`config.mk`:
```
export PLATFORM = sky130hd
export DESIGN_NAME = regfile_wb_queue
export DESIGN_NICKNAME = d
export VERILOG_FILES = /design/src/rtl/regfile_wb_queue.sv
export SDC_FILE = /design/constraint.sdc
export NUM_CORES = 1
export LEC_CHECK = 0
export CAP_MARGIN = 20
export CORE_MARGIN = 1
export CORE_UTILIZATION = 50
export DETAILED_ROUTE_END_ITERATION = 12
export PLACE_DENSITY = 0.74
export SLEW_MARGIN = 20
export SYNTH_ARGS = -nofsm -noshare
export SYNTH_HDL_FRONTEND = slang
export SYNTH_SLANG_ARGS = --single-unit
```
`constraint.sdc`:
```
create_clock -name clk -period 4.19 [get_ports clk]
set_input_delay 0.419 -clock clk [delete_from_list [all_inputs] [get_ports clk]]
set_output_delay 0.419 -clock clk [all_outputs]
set_load 0.1 [all_outputs]
```
`src/rtl/regfile_wb_queue.sv`:
```
// Write-side front end for the register file: merges pipeline write-back with queued
// multi-cycle results onto one write port and keeps a pending-write scoreboard.
// Optional feature macro: WB_QUEUE_BYPASS_EN (an accepted result skips the empty FIFO).
module regfile_wb_queue #(
  parameter int DEPTH  = 4,
  parameter int ADDR_W = 5,
  parameter int DATA_W = 32
) (
  input  logic              clk,
  input  logic              rst,
  input  logic              wb_wreg_i,
  input  logic [ADDR_W-1:0] wb_waddr_i,
  input  logic [DATA_W-1:0] wb_wdata_i,
  input  logic              mc_issue_i,
  input  logic [ADDR_W-1:0] mc_issue_addr_i,
  input  logic              mc_valid_i,
  output logic              mc_ready_o,
  input  logic [ADDR_W-1:0] mc_waddr_i,
  input  logic [DATA_W-1:0] mc_wdata_i,
  input  logic [ADDR_W-1:0] raddr1_i,
  input  logic [ADDR_W-1:0] raddr2_i,
  output logic              busy1_o,
  output logic              busy2_o,
  output logic              we_o,
  output logic [ADDR_W-1:0] waddr_o,
  output logic [DATA_W-1:0] wdata_o
);

  localparam int PTR_W = (DEPTH > 1) ? $clog2(DEPTH) : 1;
  localparam int CNT_W = PTR_W + 1;
  localparam int NREG  = 1 << ADDR_W;

  logic [ADDR_W-1:0] r_fifo_addr [DEPTH];
  logic [DATA_W-1:0] r_fifo_data [DEPTH];
  logic [PTR_W-1:0]  r_wr_ptr;
  logic [PTR_W-1:0]  r_rd_ptr;
  logic [CNT_W-1:0]  r_count;
  logic [NREG-1:0]   r_sb;
  logic              r_we;
  logic [ADDR_W-1:0] r_waddr;
  logic [DATA_W-1:0] r_wdata;

  logic              w_full;
  logic              w_empty;
  logic              w_push;
  logic              w_push_fifo;
  logic              w_pop;
  logic              w_wb_win;
  logic              w_bypass;
  logic [ADDR_W-1:0] w_head_addr;
  logic [DATA_W-1:0] w_head_data;
  logic              w_nxt_we;
  logic [ADDR_W-1:0] w_nxt_waddr;
  logic [DATA_W-1:0] w_nxt_wdata;
  logic [NREG-1:0]   w_sb_set;
  logic [NREG-1:0]   w_sb_clr;
  logic [NREG-1:0]   w_sb_nxt;
  logic [CNT_W-1:0]  w_count_nxt;

  // ---- Stage: FIFO status and arbitration (combinational) ----
  assign w_full      = (r_count == CNT_W'(DEPTH));
  assign w_empty     = (r_count == '0);
  assign mc_ready_o  = rst & ~w_full;
  assign w_push      = mc_valid_i & mc_ready_o;
  assign w_wb_win    = wb_wreg_i & (wb_waddr_i != '0);
  assign w_pop       = ~w_wb_win & ~w_empty;
  assign w_head_addr = r_fifo_addr[r_rd_ptr];
  assign w_head_data = r_fifo_data[r_rd_ptr];

`ifdef WB_QUEUE_BYPASS_EN
  assign w_bypass = w_push & w_empty & ~w_wb_win;
`else
  assign w_bypass = 1'b0;
`endif

  assign w_push_fifo = w_push & ~w_bypass;

  always_comb begin
    w_nxt_we    = 1'b0;
    w_nxt_waddr = r_waddr;
    w_nxt_wdata = r_wdata;
    if (w_wb_win) begin
      w_nxt_we    = 1'b1;
      w_nxt_waddr = wb_waddr_i;
      w_nxt_wdata = wb_wdata_i;
    end else if (w_pop) begin
      // A popped $0 entry still frees its slot but never reaches the register file.
      w_nxt_we    = (w_head_addr != '0);
      w_nxt_waddr = w_head_addr;
      w_nxt_wdata = w_head_data;
    end else if (w_bypass) begin
      w_nxt_we    = (mc_waddr_i != '0);
      w_nxt_waddr = mc_waddr_i;
      w_nxt_wdata = mc_wdata_i;
    end
  end

  always_comb begin
    w_sb_set = '0;
    w_sb_clr = '0;
    if (mc_issue_i && (mc_issue_addr_i != '0))
      w_sb_set = NREG'(1) << mc_issue_addr_i;
    if (w_pop && (w_head_addr != '0))
      w_sb_clr = NREG'(1) << w_head_addr;
    else if (w_bypass && (mc_waddr_i != '0))
      w_sb_clr = NREG'(1) << mc_waddr_i;
    // Set is applied after clear so a re-issue in the retiring cycle stays pending.
    w_sb_nxt = (r_sb & ~w_sb_clr) | w_sb_set;
  end

  always_comb begin
    w_count_nxt = r_count;
    case ({w_push_fifo, w_pop})
      2'b10:   w_count_nxt = r_count + CNT_W'(1);
      2'b01:   w_count_nxt = r_count - CNT_W'(1);
      default: w_count_nxt = r_count;
    endcase
  end

  // ---- Stage: registered state (control and output port) ----
  always_ff @(posedge clk or negedge rst) begin
    if (!rst) begin
      r_wr_ptr <= '0;
      r_rd_ptr <= '0;
      r_count  <= '0;
      r_sb     <= '0;
      r_we     <= 1'b0;
      r_waddr  <= '0;
      r_wdata  <= '0;
    end else begin
      if (w_push_fifo)
        r_wr_ptr <= r_wr_ptr + PTR_W'(1);
      if (w_pop)
        r_rd_ptr <= r_rd_ptr + PTR_W'(1);
      r_count <= w_count_nxt;
      r_sb    <= w_sb_nxt;
      r_we    <= w_nxt_we;
      r_waddr <= w_nxt_waddr;
      r_wdata <= w_nxt_wdata;
    end
  end

  // FIFO storage holds data only; validity is tracked by the pointers and count.
  always_ff @(posedge clk) begin
    if (w_push_fifo) begin
      r_fifo_addr[r_wr_ptr] <= mc_waddr_i;
      r_fifo_data[r_wr_ptr] <= mc_wdata_i;
    end
  end

  // ---- Stage: outputs ----
  assign we_o    = r_we;
  assign waddr_o = r_waddr;
  assign wdata_o = r_wdata;
  assign busy1_o = r_sb[raddr1_i] & (raddr1_i != '0);
  assign busy2_o = r_sb[raddr2_i] & (raddr2_i != '0);

endmodule

```
==> impl_metrics.yaml, run 1 <==
placed_design:
  post-place-cells: 987
  place_congestion: 0.8615
  dpl.hpwl_um: 14060
  io_buffers: 134
global_route:
  grt_pass1_vias: 6446
  grtUsageTotal_pct: 23.13
  antenna_found_initial: 0
  grt-ovfl-total: 0
  grt_pass1_wl_um: 34910
  grt_max_degree: 54
routing:
  wl_met3_um: 1362
  vias: 6194
  viasPerCell: 6.025
  wl_per_cell_um: 21.67
  routedLengthMet1_um: 8651
  maxUsedRoutingLayer: "met4"
  wl_met2_um: 11810
  first_pass_iters: 5
  drc: 0
  dr.first_iter.drc_count: 442
  routed_wl_um: 22280
  ant_nets: 0
run_status:
  status: "complete, no violations"
cells_and_area:
  finish.utilization_pct: 63.07
  final_common_cell: "edfxtp_1"
  layout-area-overhead-vs-synth_pct: 23.17
  final_cell_mix: "edfxtp_1, clkdlybuf4s50_1, nand2_1, dfrtp_1, a31oi_1"
  drive_gt1_share_pct: 13.98
  antenna_cells: 0
  nFillCells: 1379
  stdcell_count: 1028
  nets: 878
sta:
  setup_violations: 0
  skew_ns: 0.007553
  min_period_over_period_pct: 70.12
  timing.hold.ws_ns: 0.4126
  finalSetupTns_ns: 0
  max_freq_mhz: 340.4
  tightest_slew_ns: 1.058
  slew_viol_final: 0
  hold_violations: 0
  finalCriticalPeriod_ns: 2.938
  rsz0062_at_grt: "no"
  slew_headroom_pct: 29.46
yosys:
  synth_fp_nets: 757
  syn_inst: 657
  syn_area_per_cell_um2: 14.63
  ys_top_cells_by_area: "edfxtp_1, dfrtp_1, mux4_2, a31oi_1, nand2_1"
  synth_top_area_cell: "edfxtp_1"
  async_flop_share_pct: 33.93
  ys.warnings.count: 0
  synth-seq-cells: 224
  ys_seq_area_share_pct: 66.03
  synth-edff-count: 148
  yosys.area.top_type_share_pct: 46.24
  synthFlopType: "edfxtp_1"
  synthesis.area_mm2: 0.009610
  synth_cell_types: 45
cts:
  clock_insertion_delay_worst_skew_ns: 0.50
  clkTransAtPathRegs_ns: 0.06
  cts_max_path_buffers: 3
  clock_sinks: 224
  cts_tree: "done"
  numCtsBuffers: 22
  root_buffer: "clkbuf_16"
  ctsResizeCount: 0
  htreeDepth: 1
  post-cts-setup-buffers: 0
setup_path:
  crit_path_max_incr_delay_ns: 0.76
  crit_path_cell_trace: "clkdlybuf4s50_1, mux4_2, nor3b_1, a21oi_1, o2111a_1, buf_4"
  setup.worst_path.start: "raddr1_i[0]"
  crit_type: "input port to output pin"
  worst_setup_path_start_kind: "input port"
  r2r_start: "r_rd_ptr[0]"
  slowest_stage: "clkdlybuf4s50_1"
  critical_path.endpoint_type: "output pin"
  cp.required_ns: 3.77
  cp_num_buf_inv: 2
  crit_family: "buffers and inverters"
  crit_path_max_fanout: 9
  worstPathArrival_ns: 2.52
floorplan:
  die_area_mm2: 0.01978
  fp.dieW_um: 140.6
  core.rowCount: 50
  core-area_mm2: 0.01877
  chipHeight_um: 140.6
  start_util_pct: 51.21
  io_pins: 135
min_path:
  min_path_type: "input port to async pin"
pwr:
  irDropWorstVdd_mv: 0.4775
  powerDensity_mw_per_mm2: 727.8
  p_leak_nw: 4.206
flow_run:
  drv_cap: 0
state kept, by name, summed over array words and instances (netlist names):
register	flops
wdata_o	32
r_wr_ptr	2
r_sb	31
r_rd_ptr	2
r_fifo_addr	20
waddr_o	5
we_o	1
r_count	3
r_fifo_data	128
cell families after synthesis:
| group | count (synthesis) | share of synthesized area [%] |
|---|---|---|
| XOR/XNOR | 6 | 0.5468 |
| flip-flops | 224 | 66.03 |
| AO/OA/AOI/OAI | 129 | 8.736 |
| AND/OR/NAND/NOR | 182 | 8.671 |
| adder cells (fa/ha/maj) | 6 | 0.8593 |
| buffers and inverters | 53 | 2.461 |
| multiplexers | 57 | 12.69 |
path summary, 6_finish.rpt:
kind | to | slack [ns] | depth (start not counted)
max in group asynchronous | r_rd_ptr[1] | 2.72 | 3
hold / removal | r_sb[19] | 0.41 | 2
min in group clk | wdata_o[24] | 0.50 | 3
setup reg to reg | r_sb[21] | 1.40 | 4
setup / recovery | busy1_o | 1.25 | 6
hold reg to reg | wdata_o[27] | 0.54 | 2
what timing repair did:
action                                  CTS  global route
endpoints found under the setup margin    0             0
hold buffers                              1             0
endpoints found under the hold margin    29             0
cell type report:
cell class	count	area, um^2	share of cell area [%]
clock buffers	27	600.6	5.073
inverters	8	30.03	0.2537
flip-flops and latches	224	6349	53.63
multi-input cells	380	3038	25.66
repair buffers	142	1394	11.77
well taps	234	292.8	2.473
clock inverters	13	133.9	1.131
per-stage QoR:
stage          total power, mW  instance area, um^2  worst slack [ns]
6_report                 8.615                11840             1.252
4_1_cts                  8.658                11840             1.242
5_1_grt                  8.970                11840             1.119
3_5_place_dp             6.636                11090             1.245
3_3_place_gp             6.538                11090             1.313
2_1_floorplan            5.718                 9610            0.4311
power by group:
group | total (mW) | internal (mW) | switching (mW)
combinational | 3.41 | 1.16 | 2.25
sequential | 3.21 | 2.86 | 0.357
clock | 1.99 | 1.20 | 0.793
total | 8.62 | 5.22 | 3.40
metal layers:
metal | track usage, % | vias to the layer above
li1 | - | 2769
met1 | 28.92 | 3170
met2 | 41.79 | 223
met3 | 3.736 | 32
met4 | 6.465 | 0
met5 | 0 | -
cells in the mapped netlist, types with 5 or more instances:
| master | n |
|---|---|
| a21oi_1 | 41 |
| a31oi_1 | 60 |
| a41oi_1 | 14 |
| and3_1 | 5 |
| buf_1 | 7 |
| buf_2 | 18 |
| clkbuf_1 | 17 |
| dfrtp_1 | 76 |
| edfxtp_1 | 148 |
| ha_1 | 5 |
| inv_1 | 8 |
| mux4_2 | 49 |
| nand2_1 | 91 |
| nand3_1 | 9 |
| nor2_1 | 44 |
| nor2b_1 | 8 |
| nor3b_1 | 8 |
Power figures use the tool's default switching activity.
==> inputs of run 2 (changes only) <==
==> constraint.sdc (replaced) <==
create_clock -name clk -period 2.8 [get_ports clk]
set_input_delay 0.28 -clock clk [delete_from_list [all_inputs] [get_ports clk]]
set_output_delay 0.28 -clock clk [all_outputs]
set_load 0.1 [all_outputs]
==> impl_metrics.yaml, run 2 (synthesis results as in run 1) <==
placed_design:
  post-place-cells: 1003
  place_congestion: 0.8707
  io_buffers: 134
  placed_area_mm2: 0.01116
  dpl.hpwl_um: 14130
pwr:
  p_leak_nw: 4.361
  switchingPower_mw: 5.147
  p_int_mw: 7.978
  fin_total_pwr_mw: 13.13
  powerDensity_mw_per_mm2: 1094
  irDropWorstVdd_mv: 0.7922
  pwr-share-seq_pct: 36.2
  p_comb_share_pct: 39.4
  power_frac_clock_pct: 24.4
  switching_share_pct: 39.21
cells_and_area:
  regMostFlops: "r_fifo_data"
  layout-area-overhead-vs-synth_pct: 24.80
  nets: 896
  final_cell_mix: "edfxtp_1, clkdlybuf4s50_1, nand2_1, dfrtp_1, buf_4"
  fin_area_mm2: 0.01199
  drive_gt1_share_pct: 21.13
  final_common_cell: "edfxtp_1"
  largest_register_ff_count: 128
  stdcell_count: 1049
global_route:
  grt-ovfl-total: 0
  grtUsageTotal_pct: 22.71
  grt_pass1_vias: 6613
  grt_pass1_wl_um: 34710
  antenna_found_initial: 2
  grt_max_degree: 77
min_path:
  min_path_type: "input port to flip-flop"
routing:
  dr.first_iter.drc_count: 458
  ant_nets: 0
  wl_met3_um: 1410
  wl_met2_um: 11550
  vias: 6317
  routed_wl_um: 21950
  drc: 0
  maxUsedRoutingLayer: "met5"
  first_pass_iters: 5
  routedLengthMet1_um: 8526
  viasPerCell: 6.022
  wl_per_cell_um: 20.93
setup_path:
  crit_path_max_fanout: 9
  cp.required_ns: 2.52
  crit_type: "input port to output pin"
  worstPathArrival_ns: 2.32
  critical_path.endpoint_type: "output pin"
  worst_setup_path_start_kind: "input port"
floorplan:
  core.rowCount: 50
  core-area_mm2: 0.01877
  io_pins: 135
  fp.dieW_um: 140.6
  die_area_mm2: 0.01978
  chipHeight_um: 140.6
  start_util_pct: 51.21
cts:
  clkTransAtPathRegs_ns: 0.06
  root_buffer: "clkbuf_16"
  cts_tree: "done"
  htreeDepth: 1
  clock_sinks: 224
  clock_insertion_delay_worst_skew_ns: 0.51
  numCtsBuffers: 24
  cts_max_path_buffers: 3
  post-cts-setup-buffers: 0
  ctsResizeCount: 0
sta:
  finalSetupTns_ns: 0
  setup_violations: 0
  tightest_slew_ns: 0.7611
  skew_ns: 0.01235
  max_freq_mhz: 385.2
  timing.hold.ws_ns: 0.3513
  slew_viol_final: 0
  slew_headroom_pct: 49.26
  hold_violations: 0
  rsz0062_at_grt: "no"
  finalCriticalPeriod_ns: 2.596
  min_period_over_period_pct: 92.72
flow_run:
  drv_cap: 0
run_status:
  status: "complete, no violations"
run 2: cell count changes in the layout (fill, tap and decap cells not counted), sizes merged:
cell | before | now
clkbuf | 27 | 30
clkinvlp | 0 | 3
diode | 0 | 1
buf | 11 | 65
clkinv | 10 | 8
clkdlybuf4s50 | 130 | 92
run 2: metrics by stage:
stage	setup WS [ns]	util (%)
floorplan	0.07936	-
finish	0.2037	63.91
global placement	0.2097	59.47
detailed placement	0.1630	59.47
global route	0.008251	63.89
CTS	0.1675	63.82
run 2: layout make-up:
class	instances	area, um^2
Clock inverter	14	161.4
Timing Repair Buffer	158	1460
Tap cell	234	292.8
Multi-Input combinational cell	380	3044
Sequential cell	224	6349
Inverter	8	30.03
Fill cell	1342	6774
Clock buffer	30	654.4
Antenna cell	1	2.502
run 2: worst paths after layout:
check                               from           to  slack [ns]  depth (start not counted)
max reg2reg                  r_rd_ptr[0]     r_sb[15]        0.43                          4
min reg2reg                  wdata_o[20]  wdata_o[20]        0.54                          2
max in group asynchronous            rst  r_rd_ptr[0]        1.77                          3
min in group asynchronous            rst     r_sb[19]        0.45                          3
min                        wb_wdata_i[0]   wdata_o[0]        0.35                          3
max                          raddr1_i[0]      busy1_o        0.20                          6
run 2: critical path: stages:
cell,delay [ns]
clkdlybuf4s50_1,0.75
mux4_2,0.56
nor3b_1,0.19
a21oi_1,0.07
o2111a_1,0.28
buf_12,0.18
run 2: power groups by stage:
| stage | sequential, mW | combinational, mW | clock [mW] |
|---|---|---|---|
| final | 4.75 | 5.18 | 3.20 |
| after floorplan | 6.09 | 2.46 | 0 |
| after detailed placement | 4.79 | 5.18 | 0 |
| after global placement | 4.75 | 5.08 | 0 |
| after CTS | 4.74 | 5.21 | 3.25 |
| after global routing | 4.82 | 5.48 | 3.37 |
run 2: repair_timing:
item / 4_1_cts / 5_1_grt
setup endpoints to repair: 0 / 0
endpoints found under the hold margin: 0 / 38
hold buffers: 0 / 1
run 2: per-layer routing:
metal  vias to the layer above  global-route usage [%]
li1                       2808                       -
met1                      3221                   27.82
met2                       242                   40.85
met3                        44                   4.586
met4                         2                   6.522
met5                         -                       0
==> inputs of run 3 (changes only) <==
--- a/config.mk
+++ b/config.mk
@@ -7,9 +7,9 @@
 export LEC_CHECK = 0
 export CAP_MARGIN = 20
 export CORE_MARGIN = 1
-export CORE_UTILIZATION = 50
+export CORE_UTILIZATION = 45
 export DETAILED_ROUTE_END_ITERATION = 12
-export PLACE_DENSITY = 0.74
+export PLACE_DENSITY = 0.68
 export SLEW_MARGIN = 20
 export SYNTH_ARGS = -nofsm -noshare
 export SYNTH_HDL_FRONTEND = slang
==> constraint.sdc (replaced) <==
create_clock -name clk -period 2.8 [get_ports clk]
set_input_delay 0.28 -clock clk [delete_from_list [all_inputs] [get_ports clk]]
set_output_delay 0.28 -clock clk [all_outputs]
set_load 0.01 [all_outputs]
==> impl_metrics.yaml, run 3 (synthesis results as in run 1) <==
sta:
  slew_headroom_pct: 51.63
  hold_violations: 0
  finalCriticalPeriod_ns: 2.687
  worst_slack_ns: 0.1128
  skew_ns: 0.01707
  rsz0062_at_grt: "no"
  setup_violations: 0
  min_period_over_period_pct: 95.97
  tightest_slew_ns: 0.7255
  slew_viol_final: 0
  timing.hold.ws_ns: 0.3570
  max_freq_mhz: 372.1
run_status:
  status: "complete, no violations"
global_route:
  grt_pass1_wl_um: 35710
  grt_pass1_vias: 6603
  use_met2_pct: 37.00
  grt_use_met3_pct: 4.049
  grtUsageTotal_pct: 21.20
  grt_max_degree: 77
  grt-ovfl-total: 0
  antenna_found_initial: 0
  globalRoute.busiestLayer: "met2"
  grt_util_met1_pct: 26.48
setup_path:
  critical_path.endpoint_type: "output pin"
  worst_setup_path_start_kind: "flip-flop"
  rrSetupSlack_ns: 0.53
  worstPathArrival_ns: 2.41
  crit_type: "flip-flop to output pin"
  cp.required_ns: 2.52
  crit_path_max_fanout: 3
cts:
  htreeDepth: 1
  cts_tree: "done"
  clock_insertion_delay_worst_skew_ns: 0.51
  clkTransAtPathRegs_ns: 0.06
  clock_sinks: 224
  cts_max_path_buffers: 3
  numCtsBuffers: 23
  root_buffer: "clkbuf_16"
  post-cts-setup-buffers: 0
floorplan:
  core.rowCount: 53
  die_area_mm2: 0.02195
  fp.dieW_um: 148.1
  core-area_mm2: 0.02096
  start_util_pct: 45.86
  io_pins: 135
  chipHeight_um: 148.1
pwr:
  switchingPower_mw: 3.653
  p_leak_nw: 4.396
  p_int_mw: 8.084
  irDropWorstVdd_mv: 0.5826
  powerDensity_mw_per_mm2: 961.6
  power_frac_clock_pct: 27.1
  p_comb_share_pct: 32.1
  pwr-share-seq_pct: 40.9
  switching_share_pct: 31.12
cells_and_area:
  final_cell_mix: "edfxtp_1, clkdlybuf4s50_1, nand2_1, dfrtp_1, a31oi_1"
  final_common_cell: "edfxtp_1"
  nFillCells: 1669
  stdcell_count: 1096
  antenna_cells: 0
  fin_area_mm2: 0.01221
  layout-area-overhead-vs-synth_pct: 27.00
  regMostFlops: "r_fifo_data"
  drive_gt1_share_pct: 16.69
  nets: 904
  largest_register_ff_count: 128
routing:
  first_pass_iters: 5
  vias: 6321
  viasPerCell: 5.767
  wl_per_cell_um: 20.79
  routed_wl_um: 22790
  dr.first_iter.drc_count: 515
  ant_nets: 0
  drc: 0
placed_design:
  post-place-cells: 1053
  pre_cts_slack_ns: -0.02827
  io_buffers: 134
  placed_area_mm2: 0.01139
  dpl.hpwl_um: 15430
  place_congestion: 0.9247
flow_run:
  drv_cap: 0
min_path:
  min_path_type: "input port to flip-flop"
## run 3: cell count changes in the layout (fill, tap and decap cells not counted), moves of 2 or more
cell | previous run | this run
buf_4 | 61 | 28
clkbuf_8 | 1 | 3
clkinvlp_4 | 3 | 1
clkdlybuf4s50_1 | 92 | 129
clkbuf_16 | 25 | 23
dlymetal6s2s_1 | 0 | 3
## run 3: layout make-up
type | instances | area [um^2] | area share, %
Inverter | 8 | 30.03 | 0.2460
Sequential cell | 224 | 6349 | 52.01
Clock buffer | 31 | 635.6 | 5.208
Tap cell | 275 | 344.1 | 2.819
Clock inverter | 11 | 160.2 | 1.312
Multi-Input combinational cell | 380 | 3038 | 24.89
Timing Repair Buffer | 167 | 1649 | 13.51
## run 3: power by group through the flow
| stage | clock (mW) | combinational (mW) | sequential [mW] |
|---|---|---|---|
| finish | 3.18 | 3.76 | 4.80 |
| global route | 3.34 | 4.09 | 4.86 |
| CTS | 3.23 | 3.80 | 4.79 |
| detailed placement | 0 | 3.77 | 4.83 |
| global placement | 0 | 3.68 | 4.80 |
| floorplan | 0 | 2.36 | 4.71 |
## run 3: through the flow
stage          power, mW  util [%]  setup TNS (ns)
2_1_floorplan      7.061         -               0
3_3_place_gp       8.483     54.35       -0.003519
3_5_place_dp       8.598     54.35        -0.02827
4_1_cts            11.81     58.14               0
5_1_grt            12.29     58.25               0
6_report           11.74     58.25               0
## run 3: critical path, cell delays in order (launching register included)
cell and delay (ns):
dfrtp_1 0.42, mux4_2 0.49, nor3b_1 0.20, a21oi_1 0.06
o2111a_1 0.24, clkdlybuf4s50_1 0.48
## run 3: final timing paths
check / endpoint / cells past startpoint / from
worst min-delay path: wdata_o[25] / 3 / wb_wdata_i[25]
max in group asynchronous: r_rd_ptr[1] / 3 / rst
worst max register to register: r_sb[22] / 3 / r_rd_ptr[0]
worst max-delay path: busy1_o / 5 / r_sb[13]
worst min register to register: wdata_o[30] / 2 / wdata_o[30]
min in group asynchronous: r_sb[1] / 3 / rst
## run 3: per-layer routing
layer  vias to the layer above  part of all wire [%]
li1                       2831                     -
met1                      3212                    40
met2                       230                    52
met3                        48                   5.9
met4                         0                   2.9
met5                         -                     0
## run 3: what timing repair did
action,4_1_cts,5_1_grt
gates resized for setup,1,3
setup endpoints to repair,1,2
cloned,0,0
hold endpoints to repair,0,5
hold buffers,0,1
